<file path="config.mk">
export PLATFORM = sky130hd
export DESIGN_NAME = key_step_gen
export DESIGN_NICKNAME = d
export VERILOG_FILES = /design/src/rtl/key_step_gen_pkg.sv /design/src/rtl/key_step_gen_debounce.sv /design/src/rtl/key_step_gen.sv
export SDC_FILE = /design/constraint.sdc
export NUM_CORES = 1
export LEC_CHECK = 0
export BUFFER_PORTS_ARGS = -buffer_cell sky130_fd_sc_hd__buf_2
export CAP_MARGIN = 10
export CORE_MARGIN = 4
export CORE_UTILIZATION = 60
export DETAILED_ROUTE_END_ITERATION = 16
export GPL_TIMING_DRIVEN = 0
export PLACE_DENSITY = 0.77
export RECOVER_POWER = 25
export SYNTH_ARGS = -nofsm -noshare
export SYNTH_HDL_FRONTEND = slang
export SYNTH_HIERARCHICAL = 1
export SYNTH_SLANG_ARGS = --single-unit
</file>
<file path="constraint.sdc">
create_clock -name iclk -period 4.4 [get_ports iclk]
set_input_delay 0.88 -clock iclk [delete_from_list [all_inputs] [get_ports iclk]]
set_output_delay 0.88 -clock iclk [all_outputs]
set_load 0.02 [all_outputs]
</file>
<file path="src/rtl/key_step_gen_pkg.sv">
// Shared types and constants for the key-driven step generator.
// Debounce state encodings, speed codes and default timing parameters.
package key_step_gen_pkg;

    typedef enum logic [1:0] {
        RELEASED     = 2'd0,
        PRESS_WAIT   = 2'd1,
        PRESSED      = 2'd2,
        RELEASE_WAIT = 2'd3
    } deb_state_t;

    localparam logic [1:0] SPD_1HZ = 2'd0;
    localparam logic [1:0] SPD_2HZ = 2'd1;
    localparam logic [1:0] SPD_4HZ = 2'd2;
    localparam logic [1:0] SPD_8HZ = 2'd3;

`ifdef SIMULATION
    localparam int unsigned SYS_FREQ_DEF        = 16;
    localparam int unsigned DEBOUNCE_CYCLES_DEF = 4;
`else
    localparam int unsigned SYS_FREQ_DEF        = 12_000_000;
    localparam int unsigned DEBOUNCE_CYCLES_DEF = 240_000;
`endif

    // Each speed step halves the period: 1 s, 0.5 s, 0.25 s, 0.125 s.
    function automatic logic [31:0] step_period(input logic [31:0] base, input logic [1:0] spd);
        return base >> spd;
    endfunction

endpackage

</file>
<file path="src/rtl/key_step_gen_debounce.sv">
// Synchronises and debounces one active-low key; emits a one-cycle press pulse.
// Latency: raw falling edge to press pulse is DEBOUNCE_CYCLES+3 cycles.
// No backpressure: the pulse is fire-and-forget, one per accepted press.
module key_debounce
    import key_step_gen_pkg::*;
#(
    parameter int unsigned DEBOUNCE_CYCLES = DEBOUNCE_CYCLES_DEF
) (
    input  logic iclk,
    input  logic irst,
    input  logic key_n,
    output logic press
);

    localparam int CW = $clog2(DEBOUNCE_CYCLES + 1);
    localparam logic [CW-1:0] CNT_LAST = CW'(DEBOUNCE_CYCLES - 1);

    logic          sync_q1;
    logic          sync_q2;
    deb_state_t    state;
    deb_state_t    state_nxt;
    logic [CW-1:0] cnt;
    logic [CW-1:0] cnt_nxt;
    logic          press_nxt;

    always_ff @(posedge iclk) begin
        if (irst) begin
            sync_q1 <= 1'b1;
            sync_q2 <= 1'b1;
            state   <= RELEASED;
            cnt     <= '0;
            press   <= 1'b0;
        end else begin
            sync_q1 <= key_n;
            sync_q2 <= sync_q1;
            state   <= state_nxt;
            cnt     <= cnt_nxt;
            press   <= press_nxt;
        end
    end

    // The RELEASED->PRESS_WAIT cycle already saw one low sample, so the
    // wait state needs DEBOUNCE_CYCLES more before committing.
    always_comb begin
        state_nxt = state;
        cnt_nxt   = '0;
        press_nxt = 1'b0;
        case (state)
            RELEASED: begin
                if (!sync_q2) state_nxt = PRESS_WAIT;
            end
            PRESS_WAIT: begin
                if (sync_q2) begin
                    state_nxt = RELEASED;
                end else if (cnt == CNT_LAST) begin
                    state_nxt = PRESSED;
                    press_nxt = 1'b1;
                end else begin
                    cnt_nxt = cnt + 1'b1;
                end
            end
            PRESSED: begin
                if (sync_q2) state_nxt = RELEASE_WAIT;
            end
            RELEASE_WAIT: begin
                if (!sync_q2) begin
                    state_nxt = PRESSED;
                end else if (cnt == CNT_LAST) begin
                    state_nxt = RELEASED;
                end else begin
                    cnt_nxt = cnt + 1'b1;
                end
            end
            default: state_nxt = RELEASED;
        endcase
    end

endmodule

</file>
<file path="src/rtl/key_step_gen.sv">
// Run/pause and speed control from two debounced keys; generates the step pulse.
// Latency: step registered at terminal count; key effects one cycle after press pulse.
// No backpressure: step is a one-cycle strobe to the state counter.
module key_step_gen
    import key_step_gen_pkg::*;
#(
    parameter int unsigned SYS_FREQ        = SYS_FREQ_DEF,
    parameter int unsigned DEBOUNCE_CYCLES = DEBOUNCE_CYCLES_DEF
) (
    input  logic       iclk,
    input  logic       irst,
    input  logic       ikey_run_n,
    input  logic       ikey_spd_n,
    output logic       owstep,
    output logic       owrun,
    output logic [1:0] owvspeed
);

    logic        run_press;
    logic        spd_press;
    logic [31:0] step_cnt;
    logic [31:0] period;
    logic        term;

    key_debounce #(.DEBOUNCE_CYCLES(DEBOUNCE_CYCLES)) u_deb_run (
        .iclk  (iclk),
        .irst  (irst),
        .key_n (ikey_run_n),
        .press (run_press)
    );

    key_debounce #(.DEBOUNCE_CYCLES(DEBOUNCE_CYCLES)) u_deb_spd (
        .iclk  (iclk),
        .irst  (irst),
        .key_n (ikey_spd_n),
        .press (spd_press)
    );

    assign period = step_period(32'(SYS_FREQ), owvspeed);
    assign term   = (step_cnt == period - 32'd1);

    always_ff @(posedge iclk) begin
        if (irst) begin
            owrun    <= 1'b1;
            owvspeed <= SPD_1HZ;
        end else begin
            if (run_press) owrun    <= ~owrun;
            if (spd_press) owvspeed <= owvspeed + 2'd1;
        end
    end

    // A speed change restarts the period; pausing on terminal count holds
    // the counter at P-1 so the step fires on the first resumed cycle.
    always_ff @(posedge iclk) begin
        if (irst) begin
            step_cnt <= '0;
            owstep   <= 1'b0;
        end else if (spd_press) begin
            step_cnt <= '0;
            owstep   <= 1'b0;
        end else if (owrun && !run_press) begin
            if (term) begin
                step_cnt <= '0;
                owstep   <= 1'b1;
            end else begin
                step_cnt <= step_cnt + 32'd1;
                owstep   <= 1'b0;
            end
        end else begin
            owstep <= 1'b0;
        end
    end

endmodule

</file>
* Word-level counts from Yosys, hierarchy flattened
Index checks and enable logic that the tools add are counted.
Cells by class: $add $sub $neg 5, $mul 0, divide/modulo/power cells 0, order comparisons 0, eq/ne operators 17, shift-type cells 1, mux-type cells 26, bitwise operators 4, reductions and logical operators 10
Operator list (number):
- 18-bit two-way mux | 6
- 18-bit one-hot mux with 2 select lines | 2
- 18-bit by 1-bit adder with 18-bit output, second input constant | 2
- 18-bit == test, second input constant | 2
- 32-bit by 1-bit adder with 32-bit output, second input constant | 1
- 32-bit == test | 1
- 32-bit two-way mux | 1
- 24-bit by 2-bit >> shifter with 32-bit output, first input constant | 1
- 32-bit by 1-bit subtractor with 32-bit output, second input constant | 1
- 2-bit two-way mux | 12
- 2-bit one-hot mux with 4 select lines | 2
- 3-bit OR reduction | 3
- 2-bit == test, second input constant | 4
- 4-bit AND reduction | 2
- 3-bit by 1-bit != test with 1-bit output, second input constant | 2
- 3-bit != test, second input constant | 2
- 2-bit by 1-bit == test with 1-bit output, second input constant | 2
- 2-bit logical NOT | 2
- 2-bit by 1-bit != test with 1-bit output, second input constant | 2
- 2-bit != test, second input constant | 2
- 1-bit NOT | 4
- 1-bit two-way mux | 3
- 2-bit by 1-bit adder with 2-bit output, second input constant | 1
- 2-bit OR reduction | 1
- 2 further kinds | 2
Word-level totals: register bits 82, latch bits 0, memory bits (writable) 0, bits in read-only memories 0, input port bits 4, output and inout port bits 4, memories kept 0

* Depth between registers and ports, before layout
Gate-level depths: netlist of the first run.
depth after elaboration 4, gate-level depth with buffers 8

* Hierarchy
The synthesis of the first run kept the hierarchy.
Modules (own cells, without submodules):
- key_debounce | times used 2, cells an instance 107, area each 1058.5 sq um
- key_step_gen | times used 1, cells an instance 234, area each 1973.1 sq um

* Worst setup path after synthesis of the first run
Ideal clock, no wire load.
kind register -> register, start register owvspeed[1], end register step_cnt[22], data arrival time 2.597 ns, required time 4.285 ns, slack 1.688 ns, stages on the path, launching flop included 9, path buffers 1, period minus slack after synthesis 2.712 ns, cells stage by stage dfxtp_1 inv_1 ha_1 or4b_1 or4_1 a22oi_2 a41o_2 buf_6 nor2_1
Between the ends: cells in the longest elaborated chain, start to end 4
Ends and longest elaborated chain:
- from (decl) | line key_step_gen.sv:16 | output logic [1:0] owvspeed
- from (signal assigned) | line key_step_gen.sv:48 | if (spd_press) owvspeed <= owvspeed + 2'd1;
- 24-bit by 2-bit >> shifter with 32-bit output | line key_step_gen_pkg.sv:27 | return base >> spd;
- 32-bit by 1-bit subtractor with 32-bit output | line key_step_gen.sv:40 | assign term = (step_cnt == period - 32'd1);
- 32-bit == test | line key_step_gen.sv:40
- 32-bit two-way mux | line key_step_gen.sv:62 | if (term) begin
- to (signal assigned) | line key_step_gen.sv:66 | step_cnt <= step_cnt + 32'd1;
- to (decl) | line key_step_gen.sv:21 | logic [31:0] step_cnt;
No other way between the ends. A chain may end at the register's enable or synchronous reset.

* Worst setup path in the final report of the first run
start register owvspeed[1], end register step_cnt[0]
Same word-level chain as after synthesis.

==> impl_results.md, run 1 <==
* Antenna diode count at 0
* Hold slack at 0.414 ns
* Fmax at 344 MHz
* Die area at 8200 sq um
* Number of library cell types mapped by synthesis at 48
* Total core area at 6490 sq um
* Commonest non-fill, non-tap cells in the layout: dfxtp_1, nor2_1, xor2_1
* Reg clk slew, reported paths at 0.08 ns
* Pwr Density at 286 nW/um^2
* Post-CTS Setup Bufs at 0
* DP HPWL at 5470 microns
* First-pass GRT wire length at 13100 microns
* CP Capture Type: register
* Status: finished, final reports clean
* Chip height at 90.6 microns
* Initial Util at 63.0%
* TritonCTS clock tree: built
* Final net count at 481
* Max FO, Critical Path at 10
* Relative slew slack at 21.5%
* Synth Flop Type: dfxtp_1
* Row cnt at 29
* Skew final at 0.0112 ns
* Drt wl/cell at 14.0 microns
* Minimum clock period at 2.91 ns
* Clock Power Share at 38.4%
* DR DRC count at 0
* #FFs+latches synth at 82
* Gate power share at 1.6%
* Final hold viol count at 0
* Vias in the first global route at 2926
* Sequential share of the synthesized area at 40.1%
* Period utilization at 66.0%
* Finish-stage setup viols at 0
* Final Wtd Congestion at 0.918
* Unrepaired setup endpoints after global routing: no
* Synthesis warning total at 6
* H-tree level count at 3
* CP arrival at 3.15 ns
* Worst hold path class: reg -> reg
* Worst-skew pair later-pin latency at 0.35 ns
* Number of cells produced by synthesis at 448
* Die extent in x at 90.6 microns
* DRT iter0 DRCs at 124
* Num CTS Buffers at 9
* Port bufs at 7
* Pin count of the biggest net entering global routing at 17
* Share of cells above drive strength 1 at 10.8%
* Synthesized area per cell at 9.13 sq um
* # hold bufs at CTS at 0
* Commonest non-fill, non-tap cell in the layout: dfxtp_1
* Via/cell ratio at 5.76
* Max-cap violations at 0
* Leading area contributor after synthesis: dfxtp_1
* Fill cell count at 530
* CTS root buffer: clkbuf_8
* Worst Max-Slew Pin Slew at 1.17 ns
* Drt total wl at 7650 microns
* Clk sinks at 82
* Switch share at 22.1%
* Setup TNS at 0 ns
* Crit start category: register
* Fin. max-slew vios at 0
* Vias at 3155
* Initial antenna violation count at 0
* Tot GR Track Use at 19.2%
* Sw Pwr at 277 uW
* Required time worst endpoint at 4.65 ns
* Hold_sp: u_deb_spd/sync_q1
* EDFF count, synth at 0
* Max Root-Sink Buffers at 2
* Maximum VDD drop at 0.214 mV
* CTS-repair resized insts at 0
* P_int at 973 uW
* Grt ovf at 0
* Post-synth design cell area at 4090 sq um
* Part of the power in registers at 60.0%
* Leakage at 1.53 nW
* Worst r2r src: owvspeed[1]
* Synth Net Count at 463
* Synthesis-to-layout area growth at 6.85%
* Top cells by area, synth: dfxtp_1, xor2_1, nor2_1
* WS Path Type: reg -> reg
* I/O pins at 8
* Setup crit start: owvspeed[1]
* Detail Route Antenna Nets at 0
* Ys async rst share at 0%
* Post-synth top area share at 40.1%
* Router iterations before antenna repair at 5
## power groups by stage
stage | combinational [mW] | clock, mW | sequential (mW)
5_1_grt | 0.0219 | 0.526 | 0.751
3_5_place_dp | 0.0200 | 0 | 0.767
4_1_cts | 0.0200 | 0.489 | 0.750
6_report | 0.0196 | 0.481 | 0.750
3_3_place_gp | 0.0195 | 0 | 0.767
2_1_floorplan | 0.0138 | 0 | 0.766
## per-stage QoR
stage          area (sq um)  setup slack [ns]  total power, mW  util, %  std cells
2_1_floorplan          4090              1.69            0.780        -        448
3_3_place_gp           4220              1.54            0.787     65.0        532
3_5_place_dp           4220              1.50            0.787     65.0        532
4_1_cts                4390              1.48             1.26     67.5        548
5_1_grt                4370              1.33             1.30     67.3        548
6_report               4370              1.49             1.25     67.3        548
## metal layers
layer	wire length, microns	GRT usage (%)	vias to the layer above
met1	3660	24.6	1491
met5	0	0	-
met3	210	3.83	14
met4	125	8.93	0
met2	3650	31.0	48
li1	-	-	1602
## worst paths after layout
check / end / slack (ns) / depth (start not counted)
hold reg to reg: u_deb_spd/sync_q2 / 0.41 / 1
hold / removal: u_deb_spd/sync_q2 / 0.41 / 1
setup / recovery: step_cnt[0] / 1.49 / 8
setup reg to reg: step_cnt[0] / 1.49 / 8
## worst max-delay path, stage by stage, from the launching register on
cell and delay, ns:
dfxtp_1 0.51, inv_1 0.17, ha_1 0.40, or4b_1 0.57
or4_1 0.43, a22oi_2 0.19, a41o_2 0.31, buf_6 0.17
nor2_1 0.05
## cells in the mapped netlist, types with 2 or more instances
cell,count
dfxtp_1,82
nor2_1,74
xor2_1,42
nand3_1,30
xnor2_1,30
nand2_1,25
nand4_1,24
nor4_1,16
ha_1,11
and3_1,7
inv_1,7
nor3_1,6
a21oi_1,5
and2_1,5
and4_1,5
clkbuf_1,5
nor2b_1,5
or2_2,5
buf_6,4
nand2b_1,4
nand4b_1,4
and3b_1,3
clkbuf_2,3
mux2i_1,3
nand3b_1,3
o211ai_1,3
o21ai_0,3
a21o_4,2
a31oi_1,2
and2_4,2
and4_2,2
buf_2,2
nand4_2,2
nand4_4,2
nor3_4,2
nor4_2,2
nor4_4,2
nor4b_2,2
o22ai_1,2
or4_4,2
## state kept, by name, summed over array words and instances (netlist names), named ones only
| name | flops |
|---|---|
| u_deb_run/sync_q1 | 1 |
| u_deb_run/state | 1 |
| u_deb_spd/state | 1 |
| u_deb_spd/sync_q1 | 1 |
| u_deb_spd/cnt | 18 |
| u_deb_spd/sync_q2 | 1 |
| owvspeed | 2 |
| u_deb_run/sync_q2 | 1 |
| owstep | 1 |
| u_deb_run/press | 1 |
| step_cnt | 32 |
| owrun | 1 |
| u_deb_spd/press | 1 |
| u_deb_run/cnt | 18 |
## cells by family after synthesis
| kind of cell | count (synthesis) | share of synthesized area [%] |
|---|---|---|
| buf+inv | 22 | 2.91 |
| mux | 3 | 0.734 |
| simple gates | 239 | 34.0 |
| xor+xnor | 72 | 15.4 |
| fa+ha+maj | 11 | 3.36 |
| compound gates | 19 | 3.46 |
| flops | 82 | 40.1 |
## final cells by class
cell class	instances	area (sq um)	area share (%)
multi-input combinational	344	2320	53.0
sequential	82	1640	37.6
clock buffer	13	149	3.41
tap	77	96.3	2.20
buffer	15	92.6	2.12
timing repair buffer	7	32.5	0.744
inverter	7	26.3	0.601
clock inverter	3	15.0	0.344
No activity file was read; power rests on OpenSTA's default activity.
==> run 2: changes to the inputs <==
==> constraint.sdc (replaced) <==
create_clock -name iclk -period 2.8 [get_ports iclk]
set_input_delay 0.56 -clock iclk [delete_from_list [all_inputs] [get_ports iclk]]
set_output_delay 0.56 -clock iclk [all_outputs]
set_load 0.02 [all_outputs]
==> run 2 against run 1 <==
Clock skew is essentially flat. Power grew 57%. Register-to-register slack lost 1.3 ns. Non-clock buffer count is the same. Sequential share of layout area is essentially flat. Combinational power grew 61%. Final cell count is the same. Routed wire length grew 0.20%. Global-route usage is the same. Clock power grew 57%. First-iteration DRC count shrank 16%. Critical path type unchanged. Critical endpoint is now step_cnt[7].
==> impl_results.md, run 2 (synthesis results as in run 1) <==
* Largest Register: step_cnt
* DRT iter0 DRCs at 104
* Max reg flops at 32
* Met3 Track Usage GR at 3.83%
* Setup crit start: owvspeed[1]
* WS Path Type: reg -> reg
* Final net count at 481
* Final non-filler cell total at 548
* Setup TNS at 0 ns
* Die extent in x at 90.6 microns
* Router iterations before antenna repair at 4
* Total core area at 6490 sq um
* # hold bufs at CTS at 0
* CP Capture Type: register
* Synthesis-to-layout area growth at 7.31%
* Relative slew slack at 24.2%
* End of the worst register-to-register path: step_cnt[7]
* TritonCTS clock tree: built
* Commonest non-fill, non-tap cells in the layout: dfxtp_1, nor2_1, xor2_1
* Chip height at 90.6 microns
* Share of cells above drive strength 1 at 11.0%
* Placed Cells at 532
* Clk sinks at 82
* CP arrival at 2.89 ns
* Final Wtd Congestion at 0.918
* Initial antenna violation count at 0
* Required time worst endpoint at 3.04 ns
* Finish-stage setup viols at 0
* DP HPWL at 5470 microns
* Via/cell ratio at 5.74
* Period utilization at 94.7%
* Fin. max-slew vios at 0
* Worst r2r src: owvspeed[1]
* CTS root buffer: clkbuf_8
* Row cnt at 29
* Skew final at 0.0114 ns
* Max FO, Critical Path at 10
* FF-to-FF path depth at 8
* Num CTS Buffers at 9
* Max Root-Sink Buffers at 2
* Detail Route Antenna Nets at 0
* Area of placed instances at 4220 sq um
* DR DRC count at 0
* Critical Path End: step_cnt[7]
* Met1 Track Usage GR at 24.6%
* Drt wl/cell at 14.0 microns
* Max-cap violations at 0
* Die area at 8200 sq um
* Crit start category: register
* Fill cell count at 525
* Commonest non-fill, non-tap cell in the layout: dfxtp_1
* Vias at 3148
* Largest regs: step_cnt (32), u_deb_run/cnt (18), u_deb_spd/cnt (18)
* Fmax at 377 MHz
* Reg clk slew, reported paths at 0.07 ns
* Final hold viol count at 0
* Pwr Density at 447 nW/um^2
* H-tree level count at 3
* First-pass GRT wire length at 13100 microns
* Worst-skew pair later-pin latency at 0.35 ns
* I/O pins at 8
* Leakage at 1.52 nW
* Initial Util at 63.0%
* Design area at 4390 sq um
* Status: finished, final reports clean
* Vias in the first global route at 2926
* Hold slack at 0.392 ns
* Met2 usage at 31.0%
* Port bufs at 7
* Pin count of the biggest net entering global routing at 17
* Drt total wl at 7660 microns
* Worst hold path class: in -> reg
* Flop-to-flop setup slack at 0.15 ns
* Antenna diode count at 0
* Worst Max-Slew Pin Slew at 1.13 ns
* Grt ovf at 0
* Unrepaired setup endpoints after global routing: no
* Most used routing layer: met2
* Minimum clock period at 2.65 ns
* Tot GR Track Use at 19.2%
* Maximum VDD drop at 0.335 mV
[run 2: cell type report]
cell class	count	area [sq um]	share of cell area [%]
Clock inverter	3	15.0	0.342
Timing Repair Buffer	7	28.8	0.656
Tap cell	77	96.3	2.19
Sequential cell	82	1650	37.6
Inverter	7	26.3	0.599
Clock buffer	13	149	3.39
Multi-Input combinational cell	344	2330	53.1
Buffer	15	92.6	2.11
[run 2: where the power goes]
part / switching, mW / total [mW] / internal (mW)
registers: 0.00584 / 1.18 / 1.17
logic: 0.0176 / 0.0315 / 0.0139
clock network: 0.409 / 0.753 / 0.344
[run 2: how the worst min path moves through the flow]
stage,startpoint,endpoint,slack (ns),cells after the start
2_1_floorplan,u_deb_run/sync_q1,u_deb_run/sync_q2,0.39,1
3_3_place_gp,u_deb_spd/sync_q1,u_deb_spd/sync_q2,0.39,1
3_5_place_dp,u_deb_spd/sync_q1,u_deb_spd/sync_q2,0.40,1
4_1_cts,ikey_spd_n,u_deb_spd/sync_q1,0.38,2
5_1_grt,ikey_run_n,u_deb_run/sync_q1,0.38,2
6_report,ikey_run_n,u_deb_run/sync_q1,0.39,2
[run 2: repair_timing]
item,in CTS,in global routing
resized for setup,2,4
endpoints found under the hold margin,0,0
pin swaps,0,0
setup endpoints to repair,20,20
cloned,0,0
setup buffers,0,0
[run 2: layer usage]
layer,wire length [microns],vias to the layer above,part of all wire [%]
met1,3650,1474,48
met2,3670,50,48
li1,-,1608,-
met4,130,0,1.7
met5,0,-,0
met3,215,16,2.8
[run 2: critical path: stages, from the launching register on]
cell and delay (ns):
dfxtp_4 0.38, inv_1 0.14, ha_2 0.34, or4b_1 0.55, or4_1 0.43, a22oi_2 0.21
a41o_4 0.29, buf_6 0.16, nor2_1 0.05
[run 2: metrics by stage]
step | utilization [%] | setup slack, ns | power [mW]
2_1_floorplan | - | 0.0885 | 1.23
3_3_place_gp | 65.0 | -0.0627 | 1.24
3_5_place_dp | 65.0 | -0.0992 | 1.24
4_1_cts | 67.6 | 0.0174 | 1.98
5_1_grt | 67.6 | 0.0210 | 2.04
6_report | 67.6 | 0.148 | 1.96
==> run 3: changes to the inputs <==
--- a/config.mk
+++ b/config.mk
@@ -8,10 +8,10 @@
 export BUFFER_PORTS_ARGS = -buffer_cell sky130_fd_sc_hd__buf_2
 export CAP_MARGIN = 10
 export CORE_MARGIN = 4
-export CORE_UTILIZATION = 60
+export CORE_UTILIZATION = 40
+export CTS_CLUSTER_DIAMETER = 40
 export DETAILED_ROUTE_END_ITERATION = 16
 export GPL_TIMING_DRIVEN = 0
-export PLACE_DENSITY = 0.77
 export RECOVER_POWER = 25
 export SYNTH_ARGS = -nofsm -noshare
 export SYNTH_HDL_FRONTEND = slang
==> run 3 against run 2 <==
First-iteration DRC count fell by 14%. Worst setup slack got worse by 0.032 ns. Power rose by 3.3%. Sequential power barely moved. Routed wire length rose by 3.2%. Cell area rose by 2.4%. Register-to-register slack got worse by 0.03 ns. Die area rose by 45%. Via count fell by 2.4%. Critical endpoint is now step_cnt[24]. Count of clock-buffer cells in the layout fell by 3. Worst hold slack got worse by 0.0079 ns.
==> impl_results.md, run 3 (synthesis results as in run 1) <==
* Drt wl/cell at 13.1 microns
* Fmax at 373 MHz
* H-tree level count at 3
* Register area at 1650 sq um
* Period utilization at 95.9%
* Worst Max-Slew Pin Slew at 1.15 ns
* Sw Pwr at 484 uW
* Chip height at 109 microns
* Commonest non-fill, non-tap cells in the layout: dfxtp_1, nor2_1, xor2_1
* CP arrival at 2.92 ns
* Via/cell ratio at 5.09
* Skew final at 0.0156 ns
* Clk sinks at 82
* TritonCTS clock tree: built
* Leakage at 1.55 nW
* Commonest non-fill, non-tap cell in the layout: dfxtp_1
* Vias in the first global route at 2991
* Core Util, Final at 45.6%
* I/O pins at 8
* P_int at 1.54 mW
* FF-to-FF path depth at 8
* Cell depth of the worst hold path at 2
* DR DRC count at 0
* Pwr Density at 451 nW/um^2
* Clock Power Share at 40.3%
* Maximum VDD drop at 0.184 mV
* Largest regs: step_cnt (32), u_deb_run/cnt (18), u_deb_spd/cnt (18)
* Drt total wl at 7910 microns
* Initial Util at 41.5%
* Share of cells above drive strength 1 at 13.0%
* Part of the power in registers at 58.1%
* Area of the multi-input gates at 2340 sq um
* Router iterations before antenna repair at 4
* Crit start category: register
* Finish-stage setup viols at 0
* Max FO, Critical Path at 10
* Switch share at 23.9%
* Post-CTS Setup Bufs at 0
* Tot GR Track Use at 14.3%
* Initial antenna violation count at 0
* Largest Register: step_cnt
* Vias at 3072
* Hold slack at 0.384 ns
* Num CTS Buffers at 9
* Die extent in x at 109 microns
* CP Capture Type: register
* Final net count at 481
* Die area at 11900 sq um
* Detail Route Antenna Nets at 0
* Gate power share at 1.6%
* Fill cell count at 959
* Max reg flops at 32
* Synthesis-to-layout area growth at 9.88%
* CTS-repair resized insts at 2
* Total core area at 9860 sq um
* Status: finished, final reports clean
* Relative slew slack at 22.9%
* # hold bufs at CTS at 0
* Port bufs at 7
* Fin. max-slew vios at 0
* Antenna diode count at 0
* Required time worst endpoint at 3.04 ns
* Minimum clock period at 2.68 ns
* Grt ovf at 0
* DRT iter0 DRCs at 89
* Worst hold path class: in -> reg
* Max-cap violations at 0
* Max Root-Sink Buffers at 2
* Row cnt at 36
* WS Path Type: reg -> reg
* CTS root buffer: clkbuf_8
* DP HPWL at 5640 microns
* Pin count of the biggest net entering global routing at 17
* First-pass GRT wire length at 13700 microns
* Final Wtd Congestion at 0.807
* Final hold viol count at 0
* Worst-skew pair later-pin latency at 0.36 ns
* Reg clk slew, reported paths at 0.08 ns
run 3: critical path: stages, from the launching register on:
cell     delay [ns]
dfxtp_4        0.38
inv_1          0.16
ha_2           0.35
or4b_1         0.56
or4_1          0.43
a22oi_2        0.21
a41o_4         0.28
buf_6          0.15
nor2_1         0.05
run 3: area by class of cell:
| type | count | share of cell area, % |
|---|---|---|
| Buffer | 15 | 2.06 |
| Inverter | 7 | 0.585 |
| Timing Repair Buffer | 7 | 0.752 |
| Clock buffer | 10 | 3.06 |
| Sequential cell | 82 | 36.6 |
| Multi-Input combinational cell | 344 | 52.1 |
| Clock inverter | 6 | 1.09 |
| Tap cell | 133 | 3.70 |
run 3: final timing paths:
kind / start / slack [ns] / end
setup / recovery: owvspeed[1] / 0.12 / step_cnt[24]
hold reg to reg: u_deb_spd/sync_q1 / 0.41 / u_deb_spd/sync_q2
setup reg to reg: owvspeed[1] / 0.12 / step_cnt[24]
hold / removal: ikey_run_n / 0.38 / u_deb_run/sync_q1
run 3: per-layer routing:
| layer | wire length [microns] | track usage (%) | vias to the layer above |
|---|---|---|---|
| met1 | 3850 | 18.5 | 1434 |
| met5 | 0 | 0 | - |
| li1 | - | - | 1596 |
| met2 | 3740 | 23.6 | 38 |
| met3 | 258 | 2.31 | 4 |
| met4 | 61 | 6.22 | 0 |
run 3: per-stage QoR:
step	area [sq um]	setup WS (ns)	total power, mW	instances	setup TNS (ns)
floorplan	4090	0.0885	1.23	448	0
global placement	4290	-0.0675	1.24	588	-1.23
detailed placement	4290	-0.0829	1.24	588	-1.54
CTS	4480	0.0214	2.06	604	0
global route	4490	-0.0132	2.10	604	-0.0441
finish	4490	0.116	2.03	604	0
run 3: power groups by stage:
| stage | sequential (mW) | clock (mW) | combinational, mW |
|---|---|---|---|
| detailed placement | 1.21 | 0 | 0.0318 |
| global placement | 1.21 | 0 | 0.0313 |
| floorplan | 1.20 | 0 | 0.0217 |
| CTS | 1.18 | 0.850 | 0.0319 |
| global route | 1.18 | 0.886 | 0.0361 |
| finish | 1.18 | 0.816 | 0.0316 |
